File: src/rtl/ahb_arbiter.sv
// ahb_arbiter: round-robin AHB bus arbiter with fixed-length burst hold and RETRY/SPLIT handling.
// Optional split masking is compiled in by defining FREEAHB_ARB_SPLIT_EN; without it the split
// mask reads zero and SPLIT behaves like RETRY.
module ahb_arbiter #(
  parameter int unsigned NUM_MGR     = 4,
  parameter int unsigned DEFAULT_MGR = 0
) (
  input  logic                       i_hclk,
  input  logic                       i_hreset,
  input  logic [NUM_MGR-1:0]         i_hbusreq,
  input  logic [1:0]                 i_htrans,
  input  logic [2:0]                 i_hburst,
  input  logic                       i_hready,
  input  logic [1:0]                 i_hresp,
  input  logic [NUM_MGR-1:0]         i_hsplit,
  output logic [NUM_MGR-1:0]         o_hgrant,
  output logic [$clog2(NUM_MGR)-1:0] o_hmaster,
  output logic [$clog2(NUM_MGR)-1:0] o_hmaster_d,
  output logic [NUM_MGR-1:0]         o_split_mask
);

  localparam int unsigned IdxW = $clog2(NUM_MGR);

  localparam logic [1:0] TransNonseq = 2'b10;
  localparam logic [1:0] TransSeq    = 2'b11;
  localparam logic [1:0] RespRetry   = 2'b10;
  localparam logic [1:0] RespSplit   = 2'b11;
  localparam logic [2:0] BurstIncr4  = 3'b011;
  localparam logic [2:0] BurstIncr8  = 3'b101;
  localparam logic [2:0] BurstIncr16 = 3'b111;

  localparam logic [IdxW-1:0]    DefIdx  = IdxW'(DEFAULT_MGR);
  localparam logic [NUM_MGR-1:0] OneHot0 = NUM_MGR'(1);

  typedef enum logic [1:0] {StPark, StOwn, StBurst} state_e;

  state_e             state_q, state_d;
  logic [3:0]         cnt_q, cnt_d;
  logic [IdxW-1:0]    owner_q, owner_d;
  logic [IdxW-1:0]    data_owner_q;
  logic [NUM_MGR-1:0] mask_q, mask_d;

  logic [NUM_MGR-1:0] cand;
  logic               force_arb;
  logic               abort_resp;
  logic               burst_start;
  logic               burst_last;
  logic               arb;
  logic [3:0]         burst_len;
  logic               found;
  logic [IdxW-1:0]    pick;
  logic [IdxW-1:0]    scan;

  // Both RETRY and SPLIT cancel whatever burst is in flight.
  assign abort_resp = (i_hresp == RespRetry) || (i_hresp == RespSplit);

`ifdef FREEAHB_ARB_SPLIT_EN
  logic [NUM_MGR-1:0] split_set;

  // First SPLIT cycle parks the data-phase owner; a release on the same edge loses to the set.
  assign split_set = (i_hresp == RespSplit && !i_hready) ? (OneHot0 << data_owner_q) : '0;
  assign mask_d    = (mask_q & ~i_hsplit) | split_set;
  // The newly split manager must already be excluded from the forced handover.
  assign cand      = i_hbusreq & ~(mask_q | split_set);
  assign force_arb = |split_set;
`else
  logic unused_hsplit;

  assign unused_hsplit = ^i_hsplit;
  assign mask_d        = '0;
  assign cand          = i_hbusreq;
  assign force_arb     = 1'b0;
`endif

  // cnt_q holds the SEQ beats still owed; the accepted SEQ that takes it to zero ends the burst.
  assign burst_len   = (i_hburst == BurstIncr4) ? 4'd3 :
                       (i_hburst == BurstIncr8) ? 4'd7 : 4'd15;
  assign burst_start = i_hready && (state_q != StBurst) && (i_htrans == TransNonseq) &&
                       !abort_resp && (i_hburst inside {BurstIncr4, BurstIncr8, BurstIncr16});
  assign burst_last  = (state_q == StBurst) && i_hready && (i_htrans == TransSeq) &&
                       (cnt_q <= 4'd1);
  assign arb         = (i_hready && (state_q != StBurst)) || burst_last || force_arb ||
                       (i_hready && abort_resp);

  // Round-robin scan starting just after the current owner; the owner itself is tried last.
  always_comb begin
    found = 1'b0;
    pick  = DefIdx;
    scan  = owner_q;
    for (int unsigned k = 0; k < NUM_MGR; k++) begin
      scan = (scan == IdxW'(NUM_MGR - 1)) ? '0 : scan + IdxW'(1);
      if (!found && cand[scan]) begin
        found = 1'b1;
        pick  = scan;
      end
    end
  end

  // Next owner, FSM state and beat counter.
  always_comb begin
    state_d = state_q;
    cnt_d   = cnt_q;
    owner_d = owner_q;
    if ((state_q == StBurst) && i_hready && (i_htrans == TransSeq) && (cnt_q != 4'd0)) begin
      cnt_d = cnt_q - 4'd1;
    end
    if (abort_resp) begin
      cnt_d = '0;
      if (state_q == StBurst) begin
        state_d = StOwn;
      end
    end
    if (arb) begin
      if (found) begin
        owner_d = pick;
        state_d = StOwn;
      end else begin
        owner_d = DefIdx;
        state_d = StPark;
      end
    end
    // An accepted fixed-length NONSEQ locks the current owner in for the whole burst.
    if (burst_start) begin
      owner_d = owner_q;
      state_d = StBurst;
      cnt_d   = burst_len;
    end
  end

  // State registers; data-phase owner follows the address phase on every accepted transfer.
  always_ff @(posedge i_hclk or posedge i_hreset) begin
    if (i_hreset) begin
      state_q      <= StPark;
      cnt_q        <= '0;
      owner_q      <= DefIdx;
      data_owner_q <= DefIdx;
      mask_q       <= '0;
    end else begin
      state_q <= state_d;
      cnt_q   <= cnt_d;
      owner_q <= owner_d;
      mask_q  <= mask_d;
      if (i_hready) begin
        data_owner_q <= owner_q;
      end
    end
  end

  assign o_hgrant     = OneHot0 << owner_q;
  assign o_hmaster    = owner_q;
  assign o_hmaster_d  = data_owner_q;
  assign o_split_mask = mask_q;

endmodule

File: config.mk
export PLATFORM = sky130hd
export DESIGN_NAME = ahb_arbiter
export DESIGN_NICKNAME = d
export VERILOG_FILES = /design/src/rtl/ahb_arbiter.sv
export SDC_FILE = /design/constraint.sdc
export NUM_CORES = 1
export LEC_CHECK = 0
export BUFFER_PORTS_ARGS = -buffer_cell sky130_fd_sc_hd__buf_2
export CORE_MARGIN = 5
export CORE_UTILIZATION = 40
export CTS_CLUSTER_SIZE = 24
export DETAILED_ROUTE_END_ITERATION = 16
export PLACE_DENSITY = 0.66
export SKIP_LAST_GASP = 1
export SLEW_MARGIN = 20
export SYNTH_ARGS = -nofsm -noshare
export SYNTH_HDL_FRONTEND = slang
export SYNTH_SLANG_ARGS = --single-unit
File: constraint.sdc
create_clock -name i_hclk -period 2.1 [get_ports i_hclk]
set_input_delay 0.315 -clock i_hclk [delete_from_list [all_inputs] [get_ports i_hclk]]
set_output_delay 0.315 -clock i_hclk [all_outputs]
set_load 0.005 [all_outputs]
[Word level (Yosys, flattened, before mapping)]
Cells that the tools add are included.
Widths: inputs -> output; s select.
Cells by class
  $add $sub $neg: 5
  $lt $le $gt $ge: 5
  eq/ne operators: 13
  shifts and indexed selects: 1
  multiplexer cells: 31
  bitwise gates (word level): 1
  reduce and logical (&&, ||, !) cells: 26
Operators by type and width (count)
  $mux 2: 13
  $mux 4: 5
  $eq 2x2->1 const B: 9
  $logic_and 1x1->1: 12
  $lt 2x3->1 const B: 4
  $reduce_bool 3->1: 4
  $mux 1: 9
  $add 2x1->2 const B: 4
  $bmux 1 s2: 4
  $eq 3x3->1 const B: 2
  $le 4x1->1 const B: 1
  $logic_not 1->1: 4
  $reduce_and 2->1: 2
  $reduce_bool 4->1: 1
  $shl 1x2->4 const A: 1
  $sub 4x1->4 const B: 1
  $eq 3x2->1 const B: 1
  $logic_or 1x1->1: 3
  $ne 2x2->1 const B: 1
  $not 1->1: 1
Storage, ports and cells
  bits in registers: 10
  output and inout port bits: 12
  word-level logic and storage cells: 86

[Logic depth before layout (Yosys ltp)]
  depth after elaboration: 17
  mapped depth: 6
  depth with buffers taken out: 6

[Least setup slack after synthesis]
No wires, ideal clock.
  kind: register to register
  from: register owner_q[0], in the netlist o_hmaster[0]
  to: register owner_q[0], in the netlist o_hmaster[0]
  setup time: 0.122 ns
  arrival time: 2.023 ns
  data required time: 1.978 ns
  slack: -0.044 ns
  stages on the path, launching flop included: 6
  buffers on the path: 0
  clock period less this slack: 2.144 ns
  cells stage by stage: dfrtp_1 -> ha_1 -> nor2_1 -> mux4_2 -> or4b_1 -> a32o_1
Between the ends
  longest elaborated chain between the ends: 15
  elaborated cells between the ends (all ways): 35
Ends and longest elaborated chain
  from (decl): RTL line 39  | logic [IdxW-1:0] owner_q, owner_d;
  from (signal assigned): RTL line 135  | owner_q <= DefIdx;
  from (signal assigned): RTL line 141  | owner_q <= owner_d;
  $add 2x1->2 or $eq 2x2->1 (tied branches): RTL line 91  | scan = (scan == IdxW'(NUM_MGR - 1)) ? '0 : scan + IdxW'(1);
  $mux 2 (*): RTL line 91
  parallel branches: the longest is 12 deep, another holds $add 2x1->2
  $mux 2 (*): RTL line 114  | if (found) begin
Every way passes the cells marked *. The select of a mux whose other input is x is not followed.
A chain may end at the register's enable or synchronous reset.

[Worst setup path after layout]
Same ends and word-level chain as after synthesis.

==> reports/metrics.csv <==
stage;metric;value;unit
critical_path;worstSetupPathType;reg2reg;
route;vias;744;
power;ir_worst_vdd;0.782;mV
route;drtAntennaViolNets;0;
floorplanning;dieHeight;54.8;um
route;vias_per_cell;5.13;
floorplanning;start_util;41.4;%
power;p_leak;0.476;nW
power;totalPowerFinal;0.948;mW
grt;grt_max_degree;11;
critical_path;critPathMaxFanout;3;
yosys;syn_inst;90;
clock_network;cts_buffer_depth;2;
timing;skew;0.00417;ns
route;wirelength;1730;um
yosys;synth_ff_type;dfrtp_1;
critical_path;start_kind;register;
yosys;ys_ff_latch;10;
route;wl_per_cell;11.9;um
placed_design;place_congestion;0.814;
placed_design;portBuffers;20;
yosys;postSynth.asyncResetShare;100;%
clock_network;cts_tree;built;
timing;whs;0.0217;ns
layout;mostFrequentLayoutCells;buf_2, dfrtp_1, inv_1;
floorplanning;die_w;54.8;um
yosys;synth-warning-count;0;
timing;setup-tns-final;0;ns
critical_path;r2r_cells;5;
timing;setup_slack;0.0723;ns
route;drt_iter0_drc;27;
run_status;status;finished, final reports clean;
timing;post-route-period-util;96.6;%
yosys;syn-cell-area;803;sq um
timing;min_period;2.03;ns
critical_path;end_kind;register;
grt;grt_pass1_wl;2840;um
placed_design;pre_cts_ws;0.0314;ns
floorplanning;num_io_pins;30;
critical_path;timing.critical_path.from;o_hmaster[0];
timing;hold_viol;0;
grt;grt_pass1_vias;726;
floorplanning;fp-row-count;16;
clock_network;cts_buffers;3;
layout;fillers;197;
clock_network;cts.clk_slew.worst_paths;0.07;ns
clock_network;hold_buffers;0;
layout;syn_to_final_growth;26.3;%
yosys;synth_edf_count;0;
layout;nNetsFinal;144;
grt;grtUsageTotal;13.2;%
route;drc_errors;0;
clock_network;cts_htree_levels;1;
layout;drive_gt1_share;32.2;%
layout;final_common_cell;buf_2;
floorplanning;die-area;0.00300;sq mm
yosys;synth_cell_types;35;
layout;utilization;52.3;%
timing;rsz0062_at_grt;no;
floorplanning;core_area;0.00194;sq mm
clock_network;insertion_delay;0.26;ns
layout;insertedDiodeCount;0;
grt;antenna_found_initial;0;
hold_path;holdCritPathClass;in2async;
clock_network;clkSinkCount;10;
yosys;avgSynthCellArea;8.93;sq um
yosys;seq_area_frac_synth;31.2;%
route;firstDrtPassIters;4;
timing;finalSetupViolations;0;
grt;gr-total-overflow;0;
clock_network;cts-root-buf;clkbuf_4;
timing;fmax;493;MHz
timing;drv_slew;0;
critical_path;cp.arrival;2.19;ns
critical_path;worstPathRequired;2.26;ns
run;cap_viol_max_count;0;
power;powerDensity;934;mW/mm^2
critical_path;rr_startpoint;o_hmaster[0];
placed_design;dp_hpwl;1430;um
## cell families after synthesis
family | share of synthesized area [%]
AOI/OAI and AO/OA | 21.3
xor gates and xnor gates | 1.09
adders and majority gates | 10.9
buffers and inverters | 7.01
DFF | 31.2
muxes | 6.85
other | 0.467
and+or+nand+nor | 21.2
## Yosys cell counts, types with 2 or more instances
cell | number | share of area [%]
dfrtp_1 | 10 | 31
or2_2 | 2 | 1.6
nand2b_1 | 2 | 1.6
buf_4 | 4 | 3.7
o21a_1 | 3 | 2.8
a21oi_1 | 6 | 3.7
nor2_1 | 6 | 2.8
nand2_1 | 6 | 2.8
nand3_1 | 3 | 1.9
o21ai_0 | 4 | 2.5
mux2_2 | 2 | 2.8
ha_1 | 7 | 11
inv_1 | 7 | 3.3
nor2b_1 | 6 | 4.7
o21ai_1 | 2 | 1.2
## state kept, by name, indices dropped and copies added (netlist names)
register and cells:
state_q 2, cnt_q 4, o_hmaster 2, o_hmaster_d 2
## repair_timing
action / 4_1_cts / 5_1_grt
resized for setup: 0 / 1
hold endpoints to repair: 0 / 0
setup endpoints to repair: 0 / 1
buffers inserted: 0 / 3
## worst max-delay path, stage by stage (launching register included)
cell	delay [ns]
dfrtp_1	0.41
ha_2	0.22
nor2_4	0.09
mux4_2	0.52
or4b_1	0.47
a32o_1	0.21
## per-layer routing
metal / vias to the layer above / global-route usage, % / part of all wire (%)
met5: - / 0 / 0
met4: 0 / 9.96 / 3.1
met3: 5 / 1.09 / 4.4
li1: 371 / - / -
met1: 348 / 16.4 / 45
met2: 20 / 20.9 / 48
## path summary, 6_finish.rpt
check / to / slack (ns)
worst min-delay path: cnt_q[3] / 0.02
max in group asynchronous: cnt_q[0] / 1.79
worst max-delay path: o_hmaster[0] / 0.07
worst min register to register: o_hmaster_d[1] / 0.51
min in group i_hclk: cnt_q[1] / 0.30
worst max register to register: o_hmaster[0] / 0.07
## area by class of cell
| cell class | count | area (sq um) | area share [%] |
|---|---|---|---|
| Multi-Input combinational cell | 72 | 518 | 51.0 |
| Clock buffer | 4 | 36.3 | 3.58 |
| Inverter | 7 | 26.3 | 2.59 |
| Tap cell | 27 | 33.8 | 3.33 |
| Sequential cell | 10 | 250 | 24.7 |
| Timing Repair Buffer | 25 | 150 | 14.8 |
## stage by stage
| stage | area (sq um) | cells |
|---|---|---|
| 2_1_floorplan | 820 | 93 |
| 6_report | 1010 | 145 |
| 4_1_cts | 987 | 142 |
| 3_5_place_dp | 951 | 138 |
| 3_3_place_gp | 951 | 138 |
| 5_1_grt | 1010 | 145 |
## report_power, final
group          internal, mW  switching, mW
Combinational         0.281          0.218
Sequential            0.239         0.0361
Clock                 0.105         0.0682
Total                 0.625          0.323
Note: power is estimated with default switching activity, not from simulation.
